**config.mk**
```make
export PLATFORM = sky130hd
export DESIGN_NAME = axi_wr_route_ctrl_flat
export DESIGN_NICKNAME = d
export VERILOG_FILES = /design/src/rtl/axi_wr_route_ctrl_if.sv /design/src/rtl/axi_wr_route_ctrl.sv /design/src/flat_wrapper.sv
export SDC_FILE = /design/constraint.sdc
export NUM_CORES = 1
export LEC_CHECK = 0
export ABC_AREA = 0
export CAP_MARGIN = 40
export CORE_ASPECT_RATIO = 2
export CORE_MARGIN = 1.5
export CORE_UTILIZATION = 35
export DETAILED_ROUTE_END_ITERATION = 10
export PLACE_DENSITY = 0.71
export SLEW_MARGIN = 20
export SYNTH_ARGS = -nofsm -noshare
export SYNTH_HDL_FRONTEND = slang
export SYNTH_SLANG_ARGS = --single-unit
```
**constraint.sdc**
```tcl
create_clock -name ACLK -period 3.92 [get_ports ACLK]
set_input_delay 0.392 -clock ACLK [delete_from_list [all_inputs] [get_ports ACLK]]
set_output_delay 0.392 -clock ACLK [all_outputs]
set_load 0.02 [all_outputs]
```
**src/rtl/axi_wr_route_ctrl_if.sv**
```systemverilog
`timescale 1ns/1ps
// axi_wr_route_ctrl_if
// Bundles the master-side and per-slave handshake signals of the write
// channel that pass through the routing controller.
//   master modport : the environment side (master + slaves), which drives the
//                    controller inputs and observes its gated outputs.
//   slave  modport : the controller's own view of the bus.
// Signals keep the names used throughout the interconnect (M_* = master side,
// S_* = per-slave vectors, where bit n belongs to slave n).
interface axi_wr_route_ctrl_if #(
   parameter int ADDR_WIDTH = 32
);
   logic                  M_AWVALID;
   logic [ADDR_WIDTH-1:0] M_AWADDR;
   logic [7:0]            M_AWLEN;
   logic                  M_AWREADY;
   logic [1:0]            S_AWVALID;
   logic [1:0]            S_AWREADY;
   logic                  M_WVALID;
   logic                  M_WLAST;
   logic                  M_WREADY;
   logic [1:0]            S_WVALID;
   logic [1:0]            S_WREADY;
   logic [1:0]            S_BVALID;
   logic [1:0]            S_BRESP0;
   logic [1:0]            S_BRESP1;
   logic [1:0]            S_BREADY;
   logic                  M_BVALID;
   logic [1:0]            M_BRESP;
   logic                  M_BREADY;

   modport slave (
      input  M_AWVALID, M_AWADDR, M_AWLEN, S_AWREADY,
      input  M_WVALID, M_WLAST, S_WREADY,
      input  S_BVALID, S_BRESP0, S_BRESP1, M_BREADY,
      output M_AWREADY, S_AWVALID, M_WREADY, S_WVALID,
      output S_BREADY, M_BVALID, M_BRESP
   );

   modport master (
      output M_AWVALID, M_AWADDR, M_AWLEN, S_AWREADY,
      output M_WVALID, M_WLAST, S_WREADY,
      output S_BVALID, S_BRESP0, S_BRESP1, M_BREADY,
      input  M_AWREADY, S_AWVALID, M_WREADY, S_WVALID,
      input  S_BREADY, M_BVALID, M_BRESP
   );
endinterface

```
**src/rtl/axi_wr_route_ctrl.sv**
```systemverilog
`timescale 1ns/1ps
// axi_wr_route_ctrl
// Write-channel routing controller for a single-master, two-slave AXI
// interconnect. Decodes the write address into a registered slave select,
// allows exactly one write transaction in flight (AW -> W -> B), gates every
// valid/ready toward the unselected slave, and forces SLVERR when the number
// of W beats disagrees with AWLEN.
// Ports:
//   ACLK   : clock, rising edge
//   ARESET : asynchronous active-high reset
//   bus    : write-channel handshakes (axi_wr_route_ctrl_if.slave)
//   sel    : registered slave select for the AW/W demux and B mux
//   busy   : high whenever a transaction is in progress (state != IDLE)
module axi_wr_route_ctrl #(
   parameter int                    ADDR_WIDTH = 32,
   parameter logic [ADDR_WIDTH-1:0] S1_BASE    = 32'h8000_0000
) (
   input  logic                  ACLK,
   input  logic                  ARESET,
   axi_wr_route_ctrl_if.slave    bus,
   output logic                  sel,
   output logic                  busy
);

   typedef enum logic [1:0] {
      ST_IDLE,
      ST_AW,
      ST_W,
      ST_B
   } state_t;

   state_t     state;
   logic [7:0] len;
   logic [8:0] beat;
   logic       len_err;

   logic       m_awready;
   logic [1:0] s_awvalid;
   logic       m_wready;
   logic [1:0] s_wvalid;
   logic [1:0] s_bready;
   logic       m_bvalid;
   logic [1:0] m_bresp;

   // Channel gating: only the selected slave ever sees a valid or ready, and
   // only while the FSM is in that channel's phase. Everything else is 0, so
   // early W data and stray B responses are simply held off.
   always_comb begin
      m_awready = 1'b0;
      s_awvalid = '0;
      m_wready  = 1'b0;
      s_wvalid  = '0;
      s_bready  = '0;
      m_bvalid  = 1'b0;
      m_bresp   = '0;
      case (state)
         ST_AW: begin
            s_awvalid[sel] = bus.M_AWVALID;
            m_awready      = bus.S_AWREADY[sel];
         end
         ST_W: begin
            s_wvalid[sel] = bus.M_WVALID;
            m_wready      = bus.S_WREADY[sel];
         end
         ST_B: begin
            m_bvalid      = bus.S_BVALID[sel];
            s_bready[sel] = bus.M_BREADY;
            if (len_err)
               m_bresp = 2'b10;
            else
               m_bresp = sel ? bus.S_BRESP1 : bus.S_BRESP0;
         end
         default: ;
      endcase
   end

   assign bus.M_AWREADY = m_awready;
   assign bus.S_AWVALID = s_awvalid;
   assign bus.M_WREADY  = m_wready;
   assign bus.S_WVALID  = s_wvalid;
   assign bus.S_BREADY  = s_bready;
   assign bus.M_BVALID  = m_bvalid;
   assign bus.M_BRESP   = m_bresp;

   always_ff @(posedge ACLK or posedge ARESET) begin
      if (ARESET) begin
         state   <= ST_IDLE;
         sel     <= 1'b0;
         len     <= '0;
         beat    <= '0;
         len_err <= 1'b0;
         busy    <= 1'b0;
      end else begin
         case (state)
            ST_IDLE: begin
               if (bus.M_AWVALID) begin
                  sel     <= (bus.M_AWADDR >= S1_BASE);
                  len     <= bus.M_AWLEN;
                  beat    <= '0;
                  len_err <= 1'b0;
                  busy    <= 1'b1;
                  state   <= ST_AW;
               end
            end
            ST_AW: begin
               if (bus.M_AWVALID && m_awready)
                  state <= ST_W;
            end
            ST_W: begin
               if (bus.M_WVALID && m_wready) begin
                  beat <= beat + 9'd1;
                  // Only WLAST ends the burst; a short or overlong burst is
                  // flagged by comparing the pre-increment count against len.
                  if (bus.M_WLAST) begin
                     len_err <= (beat != {1'b0, len});
                     state   <= ST_B;
                  end
               end
            end
            ST_B: begin
               if (m_bvalid && bus.M_BREADY) begin
                  busy  <= 1'b0;
                  state <= ST_IDLE;
               end
            end
            default: begin
               busy  <= 1'b0;
               state <= ST_IDLE;
            end
         endcase
      end
   end

endmodule

```
**src/flat_wrapper.sv**
```systemverilog
// flat-port wrapper written by rule: the top's interface ports become plain ports
module axi_wr_route_ctrl_flat 
#(
   parameter int                    ADDR_WIDTH = 32,
   parameter logic [ADDR_WIDTH-1:0] S1_BASE    = 32'h8000_0000
)
  (ACLK, ARESET, sel, busy, bus_M_AWVALID, bus_M_AWADDR, bus_M_AWLEN, bus_S_AWREADY, bus_M_WVALID, bus_M_WLAST, bus_S_WREADY, bus_S_BVALID, bus_S_BRESP0, bus_S_BRESP1, bus_M_BREADY, bus_M_AWREADY, bus_S_AWVALID, bus_M_WREADY, bus_S_WVALID, bus_S_BREADY, bus_M_BVALID, bus_M_BRESP);
  axi_wr_route_ctrl_if #(.ADDR_WIDTH(ADDR_WIDTH)) bus_i ();
  input  logic ACLK;
  input  logic ARESET;
  output logic sel;
  output logic busy;
  input wire logic [$bits(bus_i.M_AWVALID)-1:0] bus_M_AWVALID;
  input wire logic [$bits(bus_i.M_AWADDR)-1:0] bus_M_AWADDR;
  input wire logic [$bits(bus_i.M_AWLEN)-1:0] bus_M_AWLEN;
  input wire logic [$bits(bus_i.S_AWREADY)-1:0] bus_S_AWREADY;
  input wire logic [$bits(bus_i.M_WVALID)-1:0] bus_M_WVALID;
  input wire logic [$bits(bus_i.M_WLAST)-1:0] bus_M_WLAST;
  input wire logic [$bits(bus_i.S_WREADY)-1:0] bus_S_WREADY;
  input wire logic [$bits(bus_i.S_BVALID)-1:0] bus_S_BVALID;
  input wire logic [$bits(bus_i.S_BRESP0)-1:0] bus_S_BRESP0;
  input wire logic [$bits(bus_i.S_BRESP1)-1:0] bus_S_BRESP1;
  input wire logic [$bits(bus_i.M_BREADY)-1:0] bus_M_BREADY;
  output wire logic [$bits(bus_i.M_AWREADY)-1:0] bus_M_AWREADY;
  output wire logic [$bits(bus_i.S_AWVALID)-1:0] bus_S_AWVALID;
  output wire logic [$bits(bus_i.M_WREADY)-1:0] bus_M_WREADY;
  output wire logic [$bits(bus_i.S_WVALID)-1:0] bus_S_WVALID;
  output wire logic [$bits(bus_i.S_BREADY)-1:0] bus_S_BREADY;
  output wire logic [$bits(bus_i.M_BVALID)-1:0] bus_M_BVALID;
  output wire logic [$bits(bus_i.M_BRESP)-1:0] bus_M_BRESP;
  assign bus_i.M_AWVALID = bus_M_AWVALID;
  assign bus_i.M_AWADDR = bus_M_AWADDR;
  assign bus_i.M_AWLEN = bus_M_AWLEN;
  assign bus_i.S_AWREADY = bus_S_AWREADY;
  assign bus_i.M_WVALID = bus_M_WVALID;
  assign bus_i.M_WLAST = bus_M_WLAST;
  assign bus_i.S_WREADY = bus_S_WREADY;
  assign bus_i.S_BVALID = bus_S_BVALID;
  assign bus_i.S_BRESP0 = bus_S_BRESP0;
  assign bus_i.S_BRESP1 = bus_S_BRESP1;
  assign bus_i.M_BREADY = bus_M_BREADY;
  assign bus_M_AWREADY = bus_i.M_AWREADY;
  assign bus_S_AWVALID = bus_i.S_AWVALID;
  assign bus_M_WREADY = bus_i.M_WREADY;
  assign bus_S_WVALID = bus_i.S_WVALID;
  assign bus_S_BREADY = bus_i.S_BREADY;
  assign bus_M_BVALID = bus_i.M_BVALID;
  assign bus_M_BRESP = bus_i.M_BRESP;
  axi_wr_route_ctrl #(.ADDR_WIDTH(ADDR_WIDTH), .S1_BASE(S1_BASE)) u_core (.ACLK(ACLK), .ARESET(ARESET), .bus(bus_i), .sel(sel), .busy(busy));
endmodule
```
==> results.tsv <==
metric	value	unit
gpl.final_weighted_congestion	0.7417	
power_density	602.9	nW/um^2
std_cell_rows	31	
via_count	1146	
detail_route.drc_violations	0	
worst_hold_path_type	input port to async pin	
utilization	50.19	%
antenna_found_initial	0	
post_synth_main_area_contributors	dfrtp_1 42%, mux2_2 9.4%, ha_1 4.7%, xnor2_1 4.6%, o21ai_0 4.5%	
vias_per_cell	5.162	
synth_cells	136	
cts.repair_timing.setup_buffer_count	0	
post-place-ws	1.569	ns
critical_path_arrival	2.02	ns
cts-root-buf	clkbuf_8	
proportion_of_layout_cells_with_a_drive_suffix_above_1	10.40	%
die_area	4182	sq um
synth-seq-area-share	41.59	%
drt-initial-drc-count	29	
die_w	46.49	um
cts_repair_resize_count	0	
htree_levels	1	
fin_crit_sh	61.45	%
max_freq	0.4152	GHz
dieHeight	89.97	um
yosys.area.top_type_share	41.59	%
worst_setup_hold_path_clk_slew	0.08	ns
p_leak	0.7472	nW
post-route-min-period	2.409	ns
finalWorstSetupSlack	1.511	ns
final_antenna_net_count	0	
grtUsageTotal	15.78	%
r2r_slack	1.74	ns
pin_count_of_the_biggest_net_entering_global_routing	16	
route.final.wire_length	3000	um
cts_inserted_buffers	3	
report.power.total	0.001091	W
postSynthRegisterBits	22	
max-slew-margin-rel	62.28	%
yosys.area.top_type	dfrtp_1	
critPathMaxFanout	14	
final_hold_viol_count	0	
detail_route.wl_per_cell	13.51	um
vdd_ir_drop_max	0.0004354	V
fin_setup_tns	0	ns
status	finished, final reports clean	
place.detailed.hpwl	2426	um
global_route_wire_length_before_repair	5016	um
core-area	3607	sq um
number_of_nets_in_the_synthesized_netlist	197	
boundaryPins	69	
most-common-layout-cells	37 x clkdlybuf4s50_1, 22 x dfrtp_1, 12 x o21ai_0	
clockBufferDepth	2	
firstDrtPassIters	4	
global_route.overflow_total	0	
final_common_cell	clkdlybuf4s50_1	
worstPathRequired	3.53	ns
worstRegToRegCells	6	
post_synth.cell_area_avg	9.734	sq um
timing.final.setup_violations	0	
post_synth_num_cell_types	34	
synth_area	1324	sq um
number_of_global_route_vias_before_repair	1122	
placement.io_buffers	37	
timing_worst_setup_path_type	flop to primary output	
timing.clock.skew	0.002014	ns
ys_warn_count	0	
worst_setup_path_start_kind	flop	
cts_tree	built	
numClockSinks	22	
total_of_max_cap_violations	0	
grt_setup_unrepaired	no	
fin_nets	235	
worst_setup_path_end_kind	primary output	
synthToLayoutAreaGrowth	36.77	%
max_slew.worst_pin.slew	0.5640	ns
cts-hold-fix-buffers	0	
floorplan.initialDensity	36.70	%
report.final.slew_viol_count	0	
antennaDiodeCount	0	
worst_skew_pair.late_latency	0.26	ns
[cell families (layout without fill, tap and decap cells)]
logic type | Yosys count | after routing | share of synthesized area, %
xor gates and xnor gates | 8 | 8 | 5.293
AOI/OAI and AO/OA | 27 | 27 | 12.19
muxes | 16 | 16 | 13.52
buffers and inverters | 11 | 48 | 3.781
and+or+nand+nor | 47 | 47 | 18.90
DFF | 22 | 22 | 41.59
adders and majority gates | 5 | 5 | 4.726
[state kept, by name, indices dropped and copies added (netlist names)]
signal	cells
u_core.len	8
u_core.beat	9
u_core.busy	1
u_core.state	2
u_core.sel	1
u_core.len_err	1
[worst paths after layout]
| path | from | to |
|---|---|---|
| worst max-delay path | u_core.sel | bus_M_BRESP[1] |
| worst min-delay path | ARESET | u_core.len[5] |
| worst max register to register | u_core.state[0] | u_core.beat[7] |
| worst min register to register | u_core.len[5] | u_core.len[5] |
| max in group asynchronous | ARESET | u_core.beat[0] |
| min in group ACLK | u_core.len[5] | u_core.len[5] |
[critical path, stage by stage (launching register included)]
cell	delay, ns
dfrtp_1	0.67
mux2_2	0.39
o21a_1	0.16
clkdlybuf4s50_1	0.53
[final cells by class]
type	instances	area, sq um
inverter	6	22.52
timing repair buffer	38	397.9
fill	317	1797
multi-input combinational	103	723.2
sequential	22	550.5
clock buffer	4	55.05
tap	49	61.31
[cells in the mapped netlist]
cell type / n
nand3_1: 6
buf_2: 2
and3b_1: 1
nand2_1: 11
nand2b_1: 1
and3_1: 4
dfrtp_1: 22
nor4_1: 1
xor2_1: 1
mux2i_1: 4
xnor2_1: 7
a21oi_1: 7
o31ai_1: 1
nor3_1: 2
a31oi_1: 1
o21ai_0: 12
nor3b_1: 1
o21a_1: 3
or3_1: 5
a31oi_2: 1
ha_1: 5
nor2_1: 6
mux2_2: 11
mux2_4: 1
a32oi_1: 1
buf_4: 1
nor2b_1: 3
o2bb2ai_1: 1
or4_1: 2
and2_1: 1
inv_1: 6
nand4_1: 2
and4_1: 1
clkbuf_2: 2
[through the flow]
step,area (sq um),cells,hold slack [ns]
finish,1810,222,0.4156
global route,1810,222,0.4517
CTS,1810,222,0.4323
detailed placement,1755,218,0.5160
global placement,1728,217,0.5136
floorplan,1324,136,0.3812
[per-layer routing]
layer | global-route usage, % | share of wire [%] | up-vias
met5 | 0 | 0 | -
met4 | 6.190 | 2.2 | 0
met3 | 1.406 | 2.7 | 6
met2 | 27.43 | 56 | 31
met1 | 18.57 | 39 | 549
li1 | - | - | 560
[report_power, final]
| part | internal [W] | switching [W] |
|---|---|---|
| Clock | 0.0000894 | 0.0000722 |
| Combinational | 0.000287 | 0.000252 |
| Sequential | 0.000304 | 0.0000866 |
Power figures use the tool's default switching activity.
